### src/rtl/ex_mem_pipe_pkg.sv
// rtl/ex_mem_pipe_pkg.sv - shared constants and types for the EX->MEM pipe boundary
package ex_mem_pipe_pkg;

  localparam int WB_REGWRITE_BIT = 0;

  // Entry layout is {wb, mem, rd, alu, wdata}, MSB first, in every pipe stage.
  function automatic int payload_width(input int wb_w, input int mem_w,
                                       input int reg_w, input int data_w);
    return wb_w + mem_w + reg_w + 2 * data_w;
  endfunction

  typedef enum logic [1:0] {
    SRC_NONE = 2'd0,
    SRC_IN   = 2'd1,
    SRC_SKID = 2'd2
  } m_src_e;

endpackage

### src/rtl/ex_mem_pipe_slot.sv
// rtl/ex_mem_pipe_slot.sv - one valid bit plus payload register with load and clear
module ex_mem_pipe_slot #(
  parameter int W = 8
) (
  input  logic         clock,
  input  logic         reset_n,
  input  logic         load_i,
  input  logic         clear_i,
  input  logic [W-1:0] data_i,
  output logic         valid_o,
  output logic [W-1:0] data_o
);

  logic         valid_q, valid_d;
  logic [W-1:0] data_q, data_d;

  // Clear wins over load so a flush cannot be undone by a same-cycle capture.
  always_comb begin
    valid_d = valid_q;
    data_d  = data_q;
    if (clear_i) begin
      valid_d = 1'b0;
    end else if (load_i) begin
      valid_d = 1'b1;
      data_d  = data_i;
    end
  end

  always_ff @(posedge clock or negedge reset_n) begin
    if (!reset_n) begin
      valid_q <= 1'b0;
      data_q  <= '0;
    end else begin
      valid_q <= valid_d;
      data_q  <= data_d;
    end
  end

  assign valid_o = valid_q;
  assign data_o  = data_q;

endmodule

### src/rtl/ex_mem_pipe.sv
// rtl/ex_mem_pipe.sv - EX->MEM boundary: 2-entry skid buffer, flush, stall counter, forwarding tap
module ex_mem_pipe
  import ex_mem_pipe_pkg::*;
#(
  parameter int DATA_W  = 32,
  parameter int REG_W   = 5,
  parameter int WB_W    = 2,
  parameter int MEM_W   = 3,
  parameter int CNT_W   = 16,
  parameter int ZERO_SQ = 1
) (
  input  logic              clock,
  input  logic              reset_n,
  input  logic              flush,
  input  logic              in_valid,
  output logic              in_ready,
  input  logic [WB_W-1:0]   in_wb,
  input  logic [MEM_W-1:0]  in_mem,
  input  logic [REG_W-1:0]  in_rd,
  input  logic [DATA_W-1:0] in_alu,
  input  logic [DATA_W-1:0] in_wdata,
  output logic              out_valid,
  input  logic              out_ready,
  output logic [WB_W-1:0]   out_wb,
  output logic [MEM_W-1:0]  out_mem,
  output logic [REG_W-1:0]  out_rd,
  output logic [DATA_W-1:0] out_alu,
  output logic [DATA_W-1:0] out_wdata,
  output logic              fwd_en,
  output logic [CNT_W-1:0]  stall_cnt
);

  localparam int PW = payload_width(WB_W, MEM_W, REG_W, DATA_W);
  localparam logic [CNT_W-1:0] CNT_MAX = '1;

  logic [WB_W-1:0] wb_cap;
  logic [PW-1:0]   in_pay, m_pay, s_pay, m_din;
  logic            m_valid, s_valid;
  logic            accept, drain;
  logic            m_load, m_clear, s_load, s_clear;
  m_src_e          m_src;
  logic [CNT_W-1:0] stall_cnt_q, stall_cnt_d;

  // Writes to x0 are architecturally dead, so drop RegWrite before it reaches the hazard unit.
  always_comb begin
    wb_cap = in_wb;
    if (ZERO_SQ != 0 && in_rd == '0) wb_cap[WB_REGWRITE_BIT] = 1'b0;
  end

  assign in_pay   = {wb_cap, in_mem, in_rd, in_alu, in_wdata};
  assign in_ready = !s_valid;
  assign accept   = in_valid && in_ready;
  assign drain    = m_valid && out_ready;

  always_comb begin
    m_src   = SRC_NONE;
    m_clear = 1'b0;
    s_load  = 1'b0;
    s_clear = 1'b0;
    if (flush) begin
      m_clear = 1'b1;
      s_clear = 1'b1;
    end else if (!m_valid) begin
      if (accept) m_src = SRC_IN;
    end else if (drain) begin
      if (s_valid) begin
        m_src   = SRC_SKID;
        s_clear = 1'b1;
      end else if (accept) begin
        m_src = SRC_IN;
      end else begin
        m_clear = 1'b1;
      end
    end else if (accept) begin
      s_load = 1'b1;
    end
  end

  assign m_load = (m_src != SRC_NONE);
  assign m_din  = (m_src == SRC_SKID) ? s_pay : in_pay;

  ex_mem_pipe_slot #(.W(PW)) u_slot_m (
    .clock   (clock),
    .reset_n (reset_n),
    .load_i  (m_load),
    .clear_i (m_clear),
    .data_i  (m_din),
    .valid_o (m_valid),
    .data_o  (m_pay)
  );

  ex_mem_pipe_slot #(.W(PW)) u_slot_s (
    .clock   (clock),
    .reset_n (reset_n),
    .load_i  (s_load),
    .clear_i (s_clear),
    .data_i  (in_pay),
    .valid_o (s_valid),
    .data_o  (s_pay)
  );

  assign out_valid = m_valid;
  assign {out_wb, out_mem, out_rd, out_alu, out_wdata} = m_pay;
  assign fwd_en    = m_valid && out_wb[WB_REGWRITE_BIT];

  always_comb begin
    stall_cnt_d = stall_cnt_q;
    if (out_valid && !out_ready && stall_cnt_q != CNT_MAX) stall_cnt_d = stall_cnt_q + 1'b1;
  end

  always_ff @(posedge clock or negedge reset_n) begin
    if (!reset_n) stall_cnt_q <= '0;
    else          stall_cnt_q <= stall_cnt_d;
  end

  assign stall_cnt = stall_cnt_q;

endmodule
### config.mk
export PLATFORM = sky130hd
export DESIGN_NAME = ex_mem_pipe
export DESIGN_NICKNAME = d
export VERILOG_FILES = /design/src/rtl/ex_mem_pipe_pkg.sv /design/src/rtl/ex_mem_pipe_slot.sv /design/src/rtl/ex_mem_pipe.sv
export SDC_FILE = /design/constraint.sdc
export NUM_CORES = 1
export LEC_CHECK = 0
export BUFFER_PORTS_ARGS = -buffer_cell sky130_fd_sc_hd__buf_2
export CAP_MARGIN = 10
export CORE_ASPECT_RATIO = 0.6
export CORE_MARGIN = 2
export CORE_UTILIZATION = 30
export CTS_BUF_LIST = sky130_fd_sc_hd__clkbuf_4
export DETAILED_ROUTE_END_ITERATION = 12
export PLACE_DENSITY = 0.47
export SYNTH_ARGS = -nofsm -noshare
export SYNTH_HDL_FRONTEND = slang
export SYNTH_SLANG_ARGS = --single-unit
### constraint.sdc
create_clock -name clock -period 1.95 [get_ports clock]
set_input_delay 0.195 -clock clock [delete_from_list [all_inputs] [get_ports clock]]
set_output_delay 0.195 -clock clock [all_outputs]
set_load 0.01 [all_outputs]
# == Word level (Yosys, flattened, before mapping) ==
# Cells that the tools add are included.
# op_classes
n_reduce_logical,13
n_bitwise,2
n_addsub,1
eq_ne,2
muxes,24
# ops
cell,count
74-bit 2-to-1 mux,1
1-bit 2-to-1 mux,19
16-bit by 1-bit adder with 16-bit output (second input constant),1
16-bit inequality test (second input constant),1
2-bit 2-to-1 mux,4
2-bit nonzero test,3
1-bit logical AND,5
5-bit zero test,1
2-bit AND reduction,2
2-bit equality test (second input constant),1
1-bit zero test,2
1-bit NOT,2
# word_totals
output_inout_bits,93
wordCells,47
input_bits,79
ff_bits,166

# == Depth between registers and ports, before layout ==
# depth
depth_word,10
mapped_depth,7
ltp_nobuf,5

# == Hierarchy ==
# From an unflattened synthesis, not the netlist that was laid out.
# unflattened
cells_unflattened,487
hier_area_um2,7972.6
# by_module_without_submodules
module,cells_per_inst,instances,area_per_inst_um2,seq_area_each_um2
ex_mem_pipe_slot,160,2,3104.2,1876.8
ex_mem_pipe,167,1,1764.2,400.4

# == Least setup slack after synthesis ==
# OpenSTA, ideal clock, no wires.
# synth_path
path_kind,flip-flop to flip-flop
startpoint,register u_slot_m.valid_q (netlist: u_slot_m.valid_o)
endpoint,register stall_cnt_q[15] (netlist: stall_cnt[15])
required_ns,1.824
arrival_time_ns,1.601
path_buffers,1
setup_slack_ns,0.223
period_less_slack_ns,1.727
stages_incl_launch_ff,6
setup_ns,0.126
path_cell_list,dfrtp_1 > buf_4 > nand4b_4 > or3_4 > or4_1 > xnor2_1
# synth_between
elab_chain_len,2
# synth_lines
element,line,rtl
from (decl),ex_mem_pipe_slot.sv:14,"logic valid_q, valid_d;"
from (signal assigned),ex_mem_pipe_slot.sv:34,valid_q <= valid_d;
1-bit logical AND (2 in a row),ex_mem_pipe.sv:108,if (out_valid && !out_ready && stall_cnt_q != CNT_MAX) stall_cnt_d = stall_cnt_q + 1'b1;
to (signal assigned),ex_mem_pipe.sv:113,else stall_cnt_q <= stall_cnt_d;
to (decl),ex_mem_pipe.sv:42,"logic [CNT_W-1:0] stall_cnt_q, stall_cnt_d;"
# No other way between the ends.
# A chain may end at the register's enable or synchronous reset.

# == Final worst setup path ==
# layout_path
startpoint,register stall_cnt_q[8] (netlist: stall_cnt[8])
endpoint,register stall_cnt_q[1] (netlist: stall_cnt[1])
# layout_between
elab_chain_len,2
# layout_lines
element,line
16-bit inequality test,ex_mem_pipe.sv:108
1-bit logical AND,ex_mem_pipe.sv:108
# No other way between the ends.

==> impl_results.rst <==
.. list-table::
   :header-rows: 1

   * - Metric
     - Value
   * - Status
     - finished clean
   * - Dominant combinational cell family by area after synthesis
     - simple AND/OR/NAND/NOR gates
   * - Sum of internal, switching and leakage power
     - 8330 uW
   * - Post-Synth Adder-Cell Area
     - 0.179%
   * - Transition time of the tightest slew-check pin
     - 0.495 ns
   * - Minimum clock period
     - 1.76 ns
   * - Cell depth of the worst setup path
     - 4
   * - Sum of negative setup slack
     - 0 ns
   * - Worst slew margin relative to its limit
     - 67.0%
   * - Yosys top cell area share
     - 59.6%
   * - Launch point of the worst reg-to-reg path
     - stall_cnt[8]
   * - Required time at the worst-slack endpoint
     - about 2.4 ns
   * - Netlist Area Pre-Place
     - 6970 um2
   * - Clock root buffer
     - sky130_fd_sc_hd__clkbuf_4
   * - Detailed-route vias per instance
     - 4.41
   * - Multi-input logic area
     - 2650 um2
   * - Crit path buffers/inverters
     - 0
   * - Antenna violations before repair
     - 1
   * - Worst Setup Path Type
     - reg2reg
   * - Simple logic cell fraction of the synthesized area
     - 15.8%
   * - Worst stage delay on the critical path
     - between 0.5 and 0.6 ns
   * - Number of cells on the worst reg-to-reg path
     - 4
   * - Highest net fanout along the worst path
     - 7
   * - Post-synth net total
     - 726
   * - CTS tree
     - built
   * - Mean cell area of the mapped netlist
     - around 11 um2
   * - Die span in x
     - 201 um
   * - Number of H-tree levels
     - 4
   * - Setup clock skew after layout
     - 0.0205 ns
   * - Register bit count reported by yosys
     - ~170
   * - Average routed wire per standard cell
     - 14.4 um
   * - Storage cell area
     - 4160 um2
   * - Clock Path Buffers
     - 2
   * - Cell variety after synth
     - 38
   * - Share of synthesized area occupied by flip-flops and latches
     - 59.6%
   * - Port buffer count
     - ~170
   * - Pwr Density
     - 885 nW/um2
   * - Pre-antenna DRT Iters
     - 4
   * - Share of the synthesized netlist area taken by xor and xnor gates
     - 1.63%
   * - Worst setup path startpoint
     - stall_cnt[8]
   * - Number of failing hold endpoints at the final stage
     - 0
   * - Cell chain of the critical path
     - nand4_1 > nor4_2 > nor2_1 > mux2_1
   * - Area added between synthesis and finish
     - 35.1%
   * - Die Height
     - 122 um
   * - Number of buffers created by CTS
     - 17
   * - Maximum number of pins on one net before global-route repair
     - 51
   * - Vias after detailed routing
     - 5,389
   * - Final Max Tran Viols
     - 0
   * - RSZ-0062 raised after global routing
     - no
   * - Area leader, netlist
     - sky130_fd_sc_hd__dfrtp_1
   * - Die ar.
     - between 20,000 and 25,000 um2
   * - Proportion of synthesized area in mux cells
     - 12.1%
   * - Final layout net count
     - 974
   * - DRT Wirelength
     - 17,600 um
   * - Half-perimeter wire length of the detailed placement result
     - 11,400 um
   * - Number of fill cells in the layout
     - between 2,000 and 2,500
   * - Core box area
     - approximately 23,000 um2
   * - Critical path launch point type
     - flip-flop
   * - Starting DRT DRC Count
     - 244
   * - Std cell rows
     - 43
   * - Worst vdd ir
     - 0.000557 V
   * - Detail Route Antenna Nets
     - 0
   * - Max Freq
     - between 500 and 600 MHz
   * - Postcts setup bufs
     - 0
   * - Total DRC errors in the routed layout
     - 0
   * - Synthesis Warnings
     - 0
   * - Number of ports placed on the die boundary
     - 172
   * - Synthesized instance count
     - ~650
   * - Post-synth EDFFs
     - 0
   * - Via count of the first global-routing pass
     - 5,348
   * - Share of the synthesized area in compound gates (AO/OA/AOI/OAI)
     - 7.88%
   * - Wire length of the first global-routing pass
     - 29,100 um
   * - Global routing usage summed across all routing layers
     - 15.2%
   * - Placer congestion estimate
     - 0.700
   * - Cell class contributing the biggest share of worst-path delay
     - simple AND/OR/NAND/NOR gates
   * - Most instantiated flip-flop cell in the synthesis netlist
     - sky130_fd_sc_hd__dfrtp_1
   * - Count of endpoints failing setup in the final report
     - 0
   * - Max capacitance violation total
     - 0
   * - Slowest cell on crit path
     - sky130_fd_sc_hd__nor4_2
   * - Leftover overflow at the end of global routing
     - 0
   * - Clock network latency to the later pin of the worst-skew pair
     - around 0.56 ns
   * - Fraction of registers with async set or reset after synthesis
     - 100%
   * - Synth top area cells
     - sky130_fd_sc_hd__dfrtp_1, sky130_fd_sc_hd__mux2_2, sky130_fd_sc_hd__nand2_1
   * - Crit path capture type
     - flip-flop
   * - Arrival time of data at the critical path endpoint
     - 2.20 ns
   * - Period utilization
     - 90.3%
   * - Fraction of layout instances using a drive strength above 1
     - 33.8%
   * - Initial core utilization
     - 30.3%
   * - Leakage power of the design
     - roughly 0.0044 uW
   * - Clock slew at reported path FFs
     - 0.14 ns
   * - Number of sinks driven by the clock tree
     - 166
   * - Tightest Hold Check Type
     - in2async
cell usage after synthesis, types with 2 or more instances:
library cell,number
sky130_fd_sc_hd__a31oi_1,74
sky130_fd_sc_hd__nor3_1,6
sky130_fd_sc_hd__nor4b_1,2
sky130_fd_sc_hd__a211oi_1,2
sky130_fd_sc_hd__and4_1,2
sky130_fd_sc_hd__or4_1,2
sky130_fd_sc_hd__xor2_1,10
sky130_fd_sc_hd__dfrtp_1,166
sky130_fd_sc_hd__nand2_1,154
sky130_fd_sc_hd__nor2_1,76
sky130_fd_sc_hd__clkbuf_1,19
sky130_fd_sc_hd__inv_1,3
sky130_fd_sc_hd__xnor2_1,3
sky130_fd_sc_hd__nand3_1,4
sky130_fd_sc_hd__nand4_1,4
sky130_fd_sc_hd__a21oi_1,2
sky130_fd_sc_hd__nand2b_1,2
sky130_fd_sc_hd__o21ai_0,3
sky130_fd_sc_hd__buf_2,20
sky130_fd_sc_hd__mux2_2,74
final cells by class:
cell class | instances | share of cell area, %
Sequential cell | 166 | 44.1
Antenna cell | 1 | 0.0266
Timing Repair Buffer | 270 | 20.9
Clock inverter | 11 | 0.917
Multi-Input combinational cell | 436 | 28.2
Clock buffer | 20 | 1.59
Inverter | 3 | 0.120
Tap cell | 315 | 4.18
worst reg2reg max path, stage by stage (launching register included):
cell                      delay (ns)
sky130_fd_sc_hd__dfrtp_1        0.47
sky130_fd_sc_hd__nand4_1        0.21
sky130_fd_sc_hd__nor4_2         0.51
sky130_fd_sc_hd__nor2_1         0.14
sky130_fd_sc_hd__mux2_1         0.33
flip-flops by register name (all words and copies together) (netlist names):
register	cells
u_slot_s.data_o	74
u_slot_m.valid_o	1
u_slot_s.valid_o	1
stall_cnt	16
u_slot_m.data_o	74
final timing paths:
kind,slack [ns],to
worst max-delay path,0.19,stall_cnt[1]
worst min-delay path,0.13,u_slot_m.data_o[16]
worst max register to register,0.19,stall_cnt[1]
worst min register to register,0.49,u_slot_s.data_o[72]
max in group asynchronous,1.13,u_slot_s.data_o[23]
min in group clock,0.26,u_slot_s.data_o[72]
where the power goes:
group / total [uW] / internal (uW) / leakage (uW) / switching, uW
Combinational: 1870 / 997 / 0.00226 / 875
Clock: 1850 / 649 / 0.000133 / 1200
Sequential: 4610 / 4200 / 0.00196 / 416
cell families after synthesis:
family / count (synthesis)
AO/OA/AOI/OAI: 85
multiplexers: 75
adder cells (fa/ha/maj): 1
AND/OR/NAND/NOR: 262
flip-flops: 166
buffers and inverters: 44
XOR/XNOR: 13
repair_timing:
action                                 in CTS  in global routing
endpoints found under the hold margin     308                  0
hold buffers                               79                  0
setup endpoints to repair                   0                 15
gates resized for setup                     0                  2
layout by cell type (no fill, tap or decap), drive strengths merged, types with 4 or more instances in the layout:
master,n
buf,191
dfrtp,166
nand2,154
dlygate4sd3,79
nor2,76
mux2,75
a31oi,74
clkbuf,20
xor2,10
clkinv,8
nor3,6
nand3,5
nand4,4
per-layer routing:
layer  vias to the layer above  wire [um]  global-route usage [%]  part of all wire (%)
met3                        11        816                    4.49                   4.6
met2                       102       7420                    21.9                    42
met1                      2559       9250                    22.2                    52
met5                         -          0                       0                     0
li1                       2717          -                       -                     -
met4                         0        146                    4.26                  0.83
per-stage QoR:
stage	utilization [%]	instances	hold WS [ns]	cell area, um2	setup WS [ns]
2_1_floorplan	-	646	-0.101	6970	0.223
3_3_place_gp	36.5	1111	0.191	8380	0.145
3_5_place_dp	36.5	1111	0.183	8380	0.134
4_1_cts	41.0	1221	0.0731	9410	0.112
5_1_grt	41.0	1222	0.0905	9420	0.0224
6_report	41.0	1222	0.130	9420	0.190
No activity file was read; power rests on OpenSTA's default activity.
